$ cat src/rtl/button_pkg.sv
// rtl/button_pkg.sv - shared state types for the debouncer and the colour-cycling button FSM
package button_pkg;

  typedef enum logic [1:0] {
    S_IDLE,
    S_PRESS_WAIT,
    S_HELD,
    S_RELEASE_WAIT
  } debounce_state_t;

  typedef enum logic [1:0] {
    C_RED,
    C_GREEN,
    C_BLUE
  } state_t;

endpackage

$ cat src/rtl/sync_chain.sv
// rtl/sync_chain.sv - generic N-flop asynchronous-reset synchronizer
module sync_chain #(
  parameter int   STAGES    = 2,
  parameter logic RESET_VAL = 1'b0
) (
  input  logic clk,
  input  logic rst_n,
  input  logic d,
  output logic q
);

  logic [STAGES-1:0] sync_q;
  logic [STAGES-1:0] sync_d;

  always_comb begin
    sync_d = {sync_q[STAGES-2:0], d};
  end

  always_ff @(posedge clk or negedge rst_n) begin
    if (!rst_n) begin
      sync_q <= {STAGES{RESET_VAL}};
    end else begin
      sync_q <= sync_d;
    end
  end

  assign q = sync_q[STAGES-1];

endmodule

$ cat src/rtl/button_debouncer.sv
// rtl/button_debouncer.sv - push-button debouncer with level and press/release pulses
// Auto-repeat of button_out while held is built only when DEBOUNCE_REPEAT_EN is defined.
module button_debouncer
  import button_pkg::*;
#(
  parameter int SYNC_STAGES   = 2,
  parameter int BOUNCE_TICKS  = 1000,
  parameter int INVERT        = 0,
  parameter int REPEAT_DELAY  = 500,
  parameter int REPEAT_PERIOD = 100
) (
  input  logic clk,
  input  logic rst,
  input  logic ena,
  input  logic button_in,
  output logic button_level,
  output logic button_out,
  output logic button_released
);

  localparam int CNT_W = $clog2(BOUNCE_TICKS + 1);
  localparam logic [CNT_W-1:0] CNT_LAST = CNT_W'(BOUNCE_TICKS - 1);

  if (SYNC_STAGES < 2 || BOUNCE_TICKS < 1 || REPEAT_PERIOD < 1 || REPEAT_DELAY < 1)
  begin : g_bad_param
    $error("button_debouncer: illegal parameter value");
  end

  logic sync_raw;
  logic sync;

  // Reset value matches the pin's idle level so the post-inversion value reads released.
  sync_chain #(
    .STAGES    (SYNC_STAGES),
    .RESET_VAL (1'(INVERT))
  ) u_sync (
    .clk   (clk),
    .rst_n (rst),
    .d     (button_in),
    .q     (sync_raw)
  );

  assign sync = sync_raw ^ 1'(INVERT);

  debounce_state_t  state_q, state_d;
  logic [CNT_W-1:0] cnt_q, cnt_d;
  logic             level_q, level_d;
  logic             out_q, out_d;
  logic             rel_q, rel_d;

`ifdef DEBOUNCE_REPEAT_EN
  localparam int RCNT_W = $clog2(REPEAT_DELAY + REPEAT_PERIOD + 1);
  localparam logic [RCNT_W-1:0] RCNT_FIRST = RCNT_W'(REPEAT_DELAY - 1);
  localparam logic [RCNT_W-1:0] RCNT_WRAP  = RCNT_W'(REPEAT_DELAY + REPEAT_PERIOD - 1);
  localparam logic [RCNT_W-1:0] RCNT_BASE  = RCNT_W'(REPEAT_DELAY);

  logic [RCNT_W-1:0] rcnt_q, rcnt_d;
`endif

  always_comb begin
    state_d = state_q;
    cnt_d   = cnt_q;
    level_d = level_q;
    out_d   = 1'b0;
    rel_d   = 1'b0;
`ifdef DEBOUNCE_REPEAT_EN
    rcnt_d  = rcnt_q;
`endif
    // A change of the synchronized level always wins over a pending ena tick.
    case (state_q)
      S_IDLE: begin
        if (sync) begin
          state_d = S_PRESS_WAIT;
          cnt_d   = '0;
        end
      end
      S_PRESS_WAIT: begin
        if (!sync) begin
          state_d = S_IDLE;
          cnt_d   = '0;
        end else if (ena) begin
          if (cnt_q == CNT_LAST) begin
            state_d = S_HELD;
            out_d   = 1'b1;
            level_d = 1'b1;
`ifdef DEBOUNCE_REPEAT_EN
            rcnt_d  = '0;
`endif
          end else begin
            cnt_d = cnt_q + 1'b1;
          end
        end
      end
      S_HELD: begin
        if (!sync) begin
          state_d = S_RELEASE_WAIT;
          cnt_d   = '0;
        end
`ifdef DEBOUNCE_REPEAT_EN
        else if (ena) begin
          // After the first repeat the counter folds back so later repeats recur every REPEAT_PERIOD.
          if (rcnt_q == RCNT_WRAP) begin
            rcnt_d = RCNT_BASE;
            out_d  = 1'b1;
          end else begin
            rcnt_d = rcnt_q + 1'b1;
            out_d  = (rcnt_q == RCNT_FIRST);
          end
        end
`endif
      end
      S_RELEASE_WAIT: begin
        if (sync) begin
          state_d = S_HELD;
        end else if (ena) begin
          if (cnt_q == CNT_LAST) begin
            state_d = S_IDLE;
            rel_d   = 1'b1;
            level_d = 1'b0;
          end else begin
            cnt_d = cnt_q + 1'b1;
          end
        end
      end
      default: begin
        state_d = S_IDLE;
        cnt_d   = '0;
      end
    endcase
  end

  always_ff @(posedge clk or negedge rst) begin
    if (!rst) begin
      state_q <= S_IDLE;
      cnt_q   <= '0;
      level_q <= 1'b0;
      out_q   <= 1'b0;
      rel_q   <= 1'b0;
    end else begin
      state_q <= state_d;
      cnt_q   <= cnt_d;
      level_q <= level_d;
      out_q   <= out_d;
      rel_q   <= rel_d;
    end
  end

`ifdef DEBOUNCE_REPEAT_EN
  always_ff @(posedge clk or negedge rst) begin
    if (!rst) begin
      rcnt_q <= '0;
    end else begin
      rcnt_q <= rcnt_d;
    end
  end
`endif

  assign button_level    = level_q;
  assign button_out      = out_q;
  assign button_released = rel_q;

endmodule

$ cat config.mk
export PLATFORM = sky130hd
export DESIGN_NAME = button_debouncer
export DESIGN_NICKNAME = d
export VERILOG_FILES = /design/src/rtl/button_pkg.sv /design/src/rtl/sync_chain.sv /design/src/rtl/button_debouncer.sv
export SDC_FILE = /design/constraint.sdc
export NUM_CORES = 1
export LEC_CHECK = 0
export BUFFER_PORTS_ARGS = -buffer_cell sky130_fd_sc_hd__buf_2
export CORE_ASPECT_RATIO = 1.1
export CORE_MARGIN = 1.5
export CORE_UTILIZATION = 30
export DETAILED_ROUTE_END_ITERATION = 10
export PLACE_DENSITY = 0.51
export SYNTH_ARGS = -nofsm -noshare
export SYNTH_HDL_FRONTEND = slang
export SYNTH_SLANG_ARGS = --single-unit
$ cat constraint.sdc
create_clock -name clk -period 5.5 [get_ports clk]
set_input_delay 0 -clock clk [delete_from_list [all_inputs] [get_ports clk]]
set_output_delay 0 -clock clk [all_outputs]
set_load 0.02 [all_outputs]
==> results_dict.tcl, run 1 <==
set metrics [dict create \
    status "complete, no violations" \
    async_reset_ff_frac 1.000 \
    r2r-start "cnt_q[0]" \
    crit_path_start_kind "register" \
    finalSetupViolCount 0 \
    syn_area_sq_um 1011 \
    syn-num-nets 115 \
    path_cells "ha_1 > and4bb_1 > nor4bb_1 > clkbuf_2 > nor3_1 > o221a_2" \
    path_delay_family "simple AND/OR/NAND/NOR gates" \
    synth_edf_count 0 \
    powerDensity_nw_per_um2 201.7 \
    worst-path-buf-inv 1 \
    wl_per_cell_um 15.26 \
    ioPinCount 7 \
    drcViolationCount 0 \
    ys_ff_latch 17 \
    place.gp.congestion 0.7921 \
    use_met1 0.1935 \
    start_util 0.3233 \
    cp.arrival_ns 2.35 \
    rsz0062_at_grt "false" \
    syn_inst 110 \
    grt_pass1_wl_um 4119 \
    fin_ws_ns 3.341 \
    drt_wl_total_um 2305 \
    met2_usage 0.2163 \
    r2r_slack_ns 3.34 \
    ff2ff_path_depth 6 \
    dp_hpwl_um 1651 \
    cp_slowest_cell "dfrtp_1" \
    core_sq_um 3127 \
    drive_above_1_share 0.1368 \
    vias 881 \
    clock-root-buffer "clkbuf_4" \
    crit_type "register to register" \
    crit_cells 6 \
    met3_usage 0.02834 \
    hold_viol 0 \
    clk_latency_ns 0.30 \
    crit_fanout 9 \
    antenna_found_initial 0 \
    drtPass1Iterations 4 \
    cts_setup_buffers 0 \
    area_growth_pct 9.529 \
    layout_min_cycle_time_ns 2.159 \
    rows 21 \
    yosysSeqAreaShare 0.4208 \
    die_x_um 58.35 \
    pre_cts_slack_ns 3.044 \
    cts_tree "built" \
    cap_violations 0 \
    maxClockFrequency_ghz 0.4632 \
    cts_buffer_depth 2 \
    avgSynthCellArea_sq_um 9.191 \
    numPortBuffers 6 \
    slew_violations 0 \
    via_per_inst 5.834 \
    skew_ns 0.01257 \
    worstHoldPathType "input port to async pin" \
    synth_area_leader_cell "dfrtp_1" \
    antenna_cells 0 \
    final_nets 123 \
    path_clk_slew_ns 0.12 \
    r2r_end "cnt_q[3]" \
    netlist.area_leader.share 0.4208 \
    final.period_utilization 0.3925 \
    max_slew_margin 0.4511 \
    numCtsBuffers 3 \
    drt_first_iter_violations 34 \
    yosysWarnings 0 \
    htreeDepth 1 \
    grt.busiest_layer "met2" \
    antenna_left 0 \
    synth_flop_cell "dfrtp_1" \
    cts_resized 0 \
    clock-sinks 17 \
    track_usage 0.1416 \
    synth.area.top_cells "dfrtp_1, nand3_1, nand2_1, o31ai_1, a21oi_1" \
    grt_pass1_vias 900 \
    p_leak_nw 0.4595 \
    grt_max_degree 18 \
    end_kind "register" \
    synth_cell_types 44 \
    fin_setup_tns_ns 0 \
    dieArea_sq_um 3728 \
    grt_overflow_total 0 \
    dieHeight_um 63.89 \
    max_slew.worst_pin.slew_ns 0.8197 \
    cp.required_ns 5.69 \
    slowest_delay_ns 0.46 \
    irDropWorstVdd_mv 0.08472 \
]
==> metal layers <==
layer / wire length [um] / part of all wire
met5: 0 / 0
met4: 43 / 0.019
met3: 69 / 0.030
met2: 1010 / 0.44
met1: 1181 / 0.51
==> layout make-up <==
class / count / area, sq um
Multi-Input combinational cell: 81 / 531.8
Clock buffer: 3 / 22.52
Sequential cell: 17 / 425.4
Fill cell: 336 / 2019
Inverter: 6 / 22.52
Tap cell: 34 / 42.54
Clock inverter: 1 / 7.507
Timing Repair Buffer: 9 / 55.05
==> metrics by stage <==
step	util	hold WS, ns	cell area (sq um)	power, mW	cells
final	0.3541	0.1382	1107	0.2233	151
after global routing	0.3541	0.1615	1107	0.2337	151
after CTS	0.3525	0.1450	1102	0.2244	150
after detailed placement	0.3365	-0.04780	1052	0.1515	144
after global placement	0.3365	-0.04860	1052	0.1507	144
after floorplan	-	-0.2956	1011	0.1440	110
==> synthesized netlist by cell type (2+ instances only) <==
cell type and number:
nand3_1 9, and3_1 2, dfrtp_1 17, clkbuf_1 4
nand2b_1 3, o211ai_1 3, o31ai_1 4, nand2_1 10
nand4_1 3, and4_1 2, nand3b_1 2, o21ai_0 5
nor2_1 3, or4_1 3, a21oi_1 5, inv_1 6
o2111ai_1 2
==> report_power, final <==
group | switching [mW] | total (mW) | internal, mW
clock network | 0.0458 | 0.0735 | 0.0277
registers | 0.00492 | 0.132 | 0.127
logic | 0.0109 | 0.0175 | 0.00658
==> placed cells by master, fill, tap and decap left out, drive strengths merged, types with 2 or more instances in the layout <==
cell and instances:
a21oi 5, and3 2, and4 2, buf 6
clkbuf 4, dfrtp 17, dlygate4sd3 2, inv 6
nand2 10, nand2b 3, nand3 9, nand3b 2
nand4 3, nor2 3, o2111ai 2, o211ai 3
o21ai 5, o31ai 4, or4 3
==> sequential cells by signal, summed over array words and instances (netlist names), named ones only <==
| name | flops |
|---|---|
| cnt_q | 10 |
| u_sync.sync_q | 2 |
| button_level | 1 |
| button_out | 1 |
| button_released | 1 |
| state_q | 1 |
==> what timing repair did <==
action,CTS,global route
setup endpoints to repair,0,0
hold buffers,2,0
endpoints found under the hold margin,18,0
==> cells by family after synthesis <==
logic type               share of synthesized area
AO/OA/AOI/OAI                               0.2364
XOR/XNOR                                  0.008665
adder cells (fa/ha/maj)                    0.01237
buffers and inverters                      0.05321
flip-flops                                  0.4208
multiplexers                               0.01114
AND/OR/NAND/NOR                             0.2574
==> how the worst max path moves through the flow <==
stage	slack, ns	to	from
final	3.34	cnt_q[3]	cnt_q[0]
after detailed placement	3.04	cnt_q[3]	cnt_q[0]
after global routing	3.15	cnt_q[6]	u_sync.sync_q[1]
after floorplan	3.72	cnt_q[5]	cnt_q[0]
after global placement	3.18	cnt_q[3]	cnt_q[0]
after CTS	3.05	cnt_q[3]	cnt_q[0]
Note: power is estimated with default switching activity, not from simulation.
==> inputs of run 2 (changes only) <==
--- a/config.mk
+++ b/config.mk
@@ -5,12 +5,13 @@
 export SDC_FILE = /design/constraint.sdc
 export NUM_CORES = 1
 export LEC_CHECK = 0
+export ABC_AREA = 1
 export BUFFER_PORTS_ARGS = -buffer_cell sky130_fd_sc_hd__buf_2
 export CORE_ASPECT_RATIO = 1.1
 export CORE_MARGIN = 1.5
 export CORE_UTILIZATION = 30
 export DETAILED_ROUTE_END_ITERATION = 10
-export PLACE_DENSITY = 0.51
+export PLACE_DENSITY = 0.53
 export SYNTH_ARGS = -nofsm -noshare
 export SYNTH_HDL_FRONTEND = slang
 export SYNTH_SLANG_ARGS = --single-unit
==> constraint.sdc (replaced) <==
create_clock -name clk -period 1.8 [get_ports clk]
set_input_delay 0 -clock clk [delete_from_list [all_inputs] [get_ports clk]]
set_output_delay 0 -clock clk [all_outputs]
set_load 0.02 [all_outputs]
==> results_dict.tcl, run 2 <==
set metrics [dict create \
    grt_pass1_vias 771 \
    dp.cells 166 \
    synth_cell_types 23 \
    worstHoldPathType "input port to register" \
    start_util 0.3171 \
    drcViolationCount 0 \
    ys_ff_latch 17 \
    numPortBuffers 6 \
    clock-sinks 17 \
    htreeDepth 1 \
    yosysSeqAreaShare 0.4365 \
    ff2ff_path_depth 10 \
    rows 21 \
    path_cells "ha_1 > nand2_2 > nor2_4 > nand3_4 > nand2_4 > inv_2 > nand2_1 > nand2_1 > nand2_1 > inv_1" \
    power_frac_seq 0.587 \
    met3_usage 0.03727 \
    cts_buffer_depth 2 \
    final.period_utilization 0.8227 \
    area_growth_pct 12.58 \
    irDropWorstVdd_mv 0.3845 \
    drtPass1Iterations 4 \
    switching_share 0.2658 \
    use_met1 0.1497 \
    cellInternalPower_mw 0.4930 \
    power_switching_mw 0.1785 \
    hold_depth 3 \
    async_reset_ff_frac 1.000 \
    pre_cts_slack_ns 0.3201 \
    drive_above_1_share 0.1739 \
    fin_ws_ns 0.3191 \
    cts_tree "built" \
    synth.area.top_cells "dfrtp_1, nand2_1, inv_1, nor2_1, nand3_1" \
    track_usage 0.1219 \
    end_kind "register" \
    r2r-start "cnt_q[1]" \
    cp_slowest_cell "dfrtp_1" \
    timing.critical_path.mode_cell "nand2_1" \
    crit_type "register to register" \
    dieHeight_um 62.78 \
    skew_ns 0.007894 \
    cp.arrival_ns 1.68 \
    largest_reg_flops 10 \
    path_delay_family "simple AND/OR/NAND/NOR gates" \
    antenna_found_initial 0 \
    grt.busiest_layer "met2" \
    avgSynthCellArea_sq_um 7.736 \
    place.gp.congestion 0.7950 \
    max_slew.worst_pin.slew_ns 0.3770 \
    dp_hpwl_um 1459 \
    path_clk_slew_ns 0.11 \
    slew_violations 0 \
    crit_fanout 6 \
    synth_edf_count 0 \
    r2r_end "cnt_q[6]" \
    max_slew_margin 0.7487 \
    worst-path-buf-inv 2 \
    synth_area_leader_cell "dfrtp_1" \
    syn-num-nets 131 \
    grt_max_degree 18 \
    p_clk_frac 0.323 \
    layout_common_cells "nand2_1, inv_1, nor2_1, dfrtp_1" \
    p_leak_nw 0.5380 \
    cp.required_ns 2.00 \
    instances_no_fill 172 \
    largest_registers "cnt_q: 10 flops, u_sync.sync_q: 2 flops" \
    slowest_delay_ns 0.38 \
    ioPinCount 7 \
    rsz0062_at_grt "false" \
    clock-root-buffer "clkbuf_4" \
    dieArea_sq_um 3600 \
    antenna_cells 0 \
    grt_overflow_total 0 \
    grt_pass1_wl_um 3394 \
    antenna_left 0 \
    synthTopCellsByCount "nand2_1, dfrtp_1, inv_1, nor2_1, nand3_1" \
    worstHoldStart "ena" \
    cts_setup_buffers 0 \
    syn_area_sq_um 974.7 \
    cts_resized 0 \
    layout_min_cycle_time_ns 1.481 \
    yosysWarnings 0 \
    core_sq_um 3074 \
    numCtsBuffers 3 \
    met2_usage 0.2031 \
    via_per_inst 4.605 \
    hold_viol 0 \
    power.total_mw 0.6715 \
    r2r_slack_ns 0.32 \
    top_register "cnt_q" \
    yosysMostFrequentCell "nand2_1" \
    drt_first_iter_violations 14 \
    maxClockFrequency_ghz 0.6753 \
    power_frac_comb 0.089 \
    wl_per_cell_um 10.73 \
    netlist.area_leader.share 0.4365 \
    die_x_um 57.35 \
    fin_setup_tns_ns 0 \
    vias 792 \
    drt_wl_total_um 1846 \
    finalSetupViolCount 0 \
    syn_inst 126 \
    final_common_cell "nand2_1" \
    powerDensity_nw_per_um2 612.0 \
    clk_latency_ns 0.30 \
    status "complete, no violations" \
    crit_path_start_kind "register" \
    cap_violations 0 \
    final_nets 144 \
    synth_flop_cell "dfrtp_1" \
    hold_end "button_out" \
]
## run 2: cell types whose count changed after synthesis, moves of 3 or more
cell      change
nand3_1       -3
o31ai_1       -4
inv_1        +11
nand2b_1      -3
o211ai_1      -3
nand4_1       -3
nand2_1      +28
or4_1         -3
clkbuf_1      -4
nor2_1       +14
## run 2: cells by family after synthesis
| family | share of synthesized area |
|---|---|
| AO/OA/AOI/OAI | 0.06803 |
| XOR/XNOR | 0.008988 |
| adder cells (fa/ha/maj) | 0.01283 |
| buffers and inverters | 0.06931 |
| flip-flops | 0.4365 |
| AND/OR/NAND/NOR | 0.4044 |
## run 2: per-layer routing
metal	routed length, um	up-vias	share of wire
met3	47	2	0.025
met2	926	6	0.50
li1	-	418	-
met1	849	366	0.46
met5	0	-	0
met4	21	0	0.011
## run 2: worst max-delay path by stage
stage / cells past startpoint / slack, ns / end / from
finish: 10 / 0.32 / cnt_q[6] / cnt_q[1]
global placement: 10 / 0.36 / cnt_q[6] / cnt_q[0]
detailed placement: 10 / 0.32 / cnt_q[6] / cnt_q[1]
global route: 10 / 0.20 / cnt_q[6] / cnt_q[1]
floorplan: 10 / 0.50 / cnt_q[6] / cnt_q[0]
CTS: 10 / 0.30 / cnt_q[6] / cnt_q[1]
## run 2: power groups by stage
stage / sequential [mW] / combinational [mW] / clock (mW)
CTS: 0.395 / 0.0622 / 0.228
finish: 0.394 / 0.0599 / 0.217
global placement: 0.402 / 0.0581 / 0
floorplan: 0.401 / 0.0372 / 0
detailed placement: 0.402 / 0.0586 / 0
global route: 0.396 / 0.0701 / 0.245
## run 2: cell type report
class / instances / area (sq um)
timing repair buffer: 8 / 50.05
clock buffer: 3 / 22.52
clock inverter: 1 / 7.507
sequential: 17 / 425.4
fill: 341 / 1977
tap: 34 / 42.54
inverter: 18 / 67.56
multi-input combinational: 91 / 481.7
## run 2: tightest hold or removal path, cell delays in order
cell	delay, ns
buf_2	0.13
nand4_2	0.15
nor2_1	0.05
## run 2: timing repair
item / CTS / global route
endpoints found under the hold margin: 18 / 0
setup endpoints to repair: 0 / 0
hold buffers: 2 / 0
## run 2: metrics by stage
step / hold WS [ns] / utilization / cell area (sq um)
2_1_floorplan: -0.2956 / - / 974.7
3_3_place_gp: -0.04645 / 0.3407 / 1047
3_5_place_dp: -0.04682 / 0.3407 / 1047
4_1_cts: 0.05424 / 0.3569 / 1097
5_1_grt: 0.05497 / 0.3569 / 1097
6_report: 0.04958 / 0.3569 / 1097
==> inputs of run 3 (changes only) <==
--- a/config.mk
+++ b/config.mk
@@ -5,7 +5,7 @@
 export SDC_FILE = /design/constraint.sdc
 export NUM_CORES = 1
 export LEC_CHECK = 0
-export ABC_AREA = 1
+export ABC_AREA = 0
 export BUFFER_PORTS_ARGS = -buffer_cell sky130_fd_sc_hd__buf_2
 export CORE_ASPECT_RATIO = 1.1
 export CORE_MARGIN = 1.5
==> constraint.sdc (replaced) <==
create_clock -name clk -period 1.3 [get_ports clk]
set_input_delay 0 -clock clk [delete_from_list [all_inputs] [get_ports clk]]
set_output_delay 0 -clock clk [all_outputs]
set_load 0.02 [all_outputs]
==> results_dict.tcl, run 3 (synthesis results as in run 1) <==
set metrics [dict create \
    status "complete, but fails checks" \
    violations "setup timing" \
    grt_overflow_total 0 \
    dieArea_sq_um 3728 \
    area_growth_pct 46.41 \
    cap_violations 0 \
    die_x_um 58.35 \
    fin_ws_ns -0.4001 \
    top_register "cnt_q" \
    htreeDepth 1 \
    drtPass1Iterations 4 \
    slew_violations 0 \
    numCtsBuffers 3 \
    largest_reg_flops 10 \
    cp.arrival_ns 1.92 \
    hold_viol 0 \
    maxClockFrequency_ghz 0.5882 \
    p_leak_nw 0.6733 \
    final_common_cell "buf_4" \
    met2_usage 0.2851 \
    final_nets 157 \
    drt_first_iter_violations 41 \
    layout_min_cycle_time_ns 1.700 \
    clock-sinks 17 \
    clk_latency_ns 0.28 \
    r2r_slack_ns -0.40 \
    final.period_utilization 1.308 \
    layout_common_cells "buf_4, dfrtp_1, nand2_1, nand3_1, buf_2" \
    powerDensity_nw_per_um2 657.3 \
    worst-path-buf-inv 1 \
    path_cells "or2_4 > o211ai_1 > buf_4 > or4_1 > a21oi_2" \
    finalSetupViolCount 15 \
    via_per_inst 5.676 \
    skew_ns 0.0007635 \
    crit_fanout 5 \
    wl_per_cell_um 15.90 \
    antenna_left 0 \
    numPortBuffers 6 \
    end_kind "register" \
    dp.cells 171 \
    rows 21 \
    drt_wl_total_um 2941 \
    cts_buffer_depth 2 \
    max_slew_margin 0.6908 \
    largest_registers "cnt_q: 10 flops, u_sync.sync_q: 2 flops" \
    ioPinCount 7 \
    path_delay_family "simple AND/OR/NAND/NOR gates" \
    dp_hpwl_um 2051 \
    drive_above_1_share 0.4371 \
    ff2ff_path_depth 5 \
    core_sq_um 3127 \
    start_util 0.3233 \
    drcViolationCount 0 \
    pre_cts_slack_ns -0.3663 \
    track_usage 0.1647 \
    cts_tree "built" \
    rsz0062_at_grt "true" \
    worstHoldPathType "input port to async pin" \
    cp.required_ns 1.52 \
    path_clk_slew_ns 0.10 \
    antenna_found_initial 0 \
    cp_slowest_cell "or4_1" \
    r2r-start "u_sync.sync_q[1]" \
    use_met1 0.2070 \
    grt.busiest_layer "met2" \
    grt_pass1_wl_um 4816 \
    grt_pass1_vias 1029 \
    slowest_delay_ns 0.52 \
    crit_path_start_kind "register" \
    instances_no_fill 185 \
    irDropWorstVdd_mv 0.3069 \
    clock-root-buffer "clkbuf_4" \
    vias 1050 \
    dieHeight_um 63.89 \
    r2r_end "cnt_q[4]" \
    place.gp.congestion 0.7927 \
    grt_max_degree 18 \
    met3_usage 0.02632 \
    antenna_cells 0 \
    crit_type "register to register" \
    max_slew.worst_pin.slew_ns 0.4617 \
]
[run 3: cell types whose count changed in the layout (fill, tap and decap cells not counted), sizes merged, moves of 3 or more]
cell,change
nor2,-19
inv,-12
buf,+35
nand2,-32
nand2b,+3
o211ai,+3
o31ai,+4
or4,+3
[run 3: what timing repair did]
item	CTS	global route
gates resized for setup	14	11
endpoints found under the hold margin	18	0
hold buffers	2	0
endpoints found under the setup margin	15	15
cloned	1	1
setup buffers	2	7
pin swaps	10	15
[run 3: worst max-delay path by stage]
stage / startpoint / to / slack, ns / cells after the start
5_1_grt: u_sync.sync_q[1] / cnt_q[4] / -0.46 / 5
4_1_cts: cnt_q[1] / cnt_q[3] / -0.38 / 5
2_1_floorplan: cnt_q[0] / cnt_q[2] / -0.37 / 6
3_5_place_dp: cnt_q[1] / cnt_q[4] / -0.37 / 6
3_3_place_gp: cnt_q[1] / cnt_q[5] / -0.33 / 6
6_report: u_sync.sync_q[1] / cnt_q[4] / -0.40 / 5
[run 3: worst reg2reg max path: stages, from the launching register on]
cell and delay (ns):
dfrtp_1 0.42, or2_4 0.14, o211ai_1 0.20, buf_4 0.23, or4_1 0.52, a21oi_2 0.13
[run 3: layout make-up]
class	instances	area, sq um
clock buffer	3	22.52
clock inverter	1	5.005
fill	304	1647
inverter	6	22.52
multi-input combinational	81	631.9
sequential	17	425.4
tap	34	42.54
timing repair buffer	43	330.3
[run 3: where the power goes]
part	internal, mW	switching (mW)	total [mW]
sequential	0.539	0.00651	0.546
clock	0.114	0.173	0.287
combinational	0.0639	0.0765	0.140
total	0.717	0.256	0.973
[run 3: routing by layer]
layer  vias up  share of wire
li1        506              -
met2        20           0.52
met3         2          0.040
met5         -              0
met4         0         0.0071
met1       522           0.43
[run 3: metrics by stage]
step	area [sq um]	hold slack (ns)	TNS (ns)	power (mW)	util
floorplan	1045	-0.2956	-2.064	0.6156	-
global placement	1285	-0.05386	-2.283	0.6764	0.4110
detailed placement	1285	-0.05334	-2.632	0.6785	0.4110
CTS	1394	0.1556	-3.339	0.9771	0.4458
global route	1480	0.1916	-4.995	1.022	0.4734
finish	1480	0.1534	-3.940	0.9729	0.4734
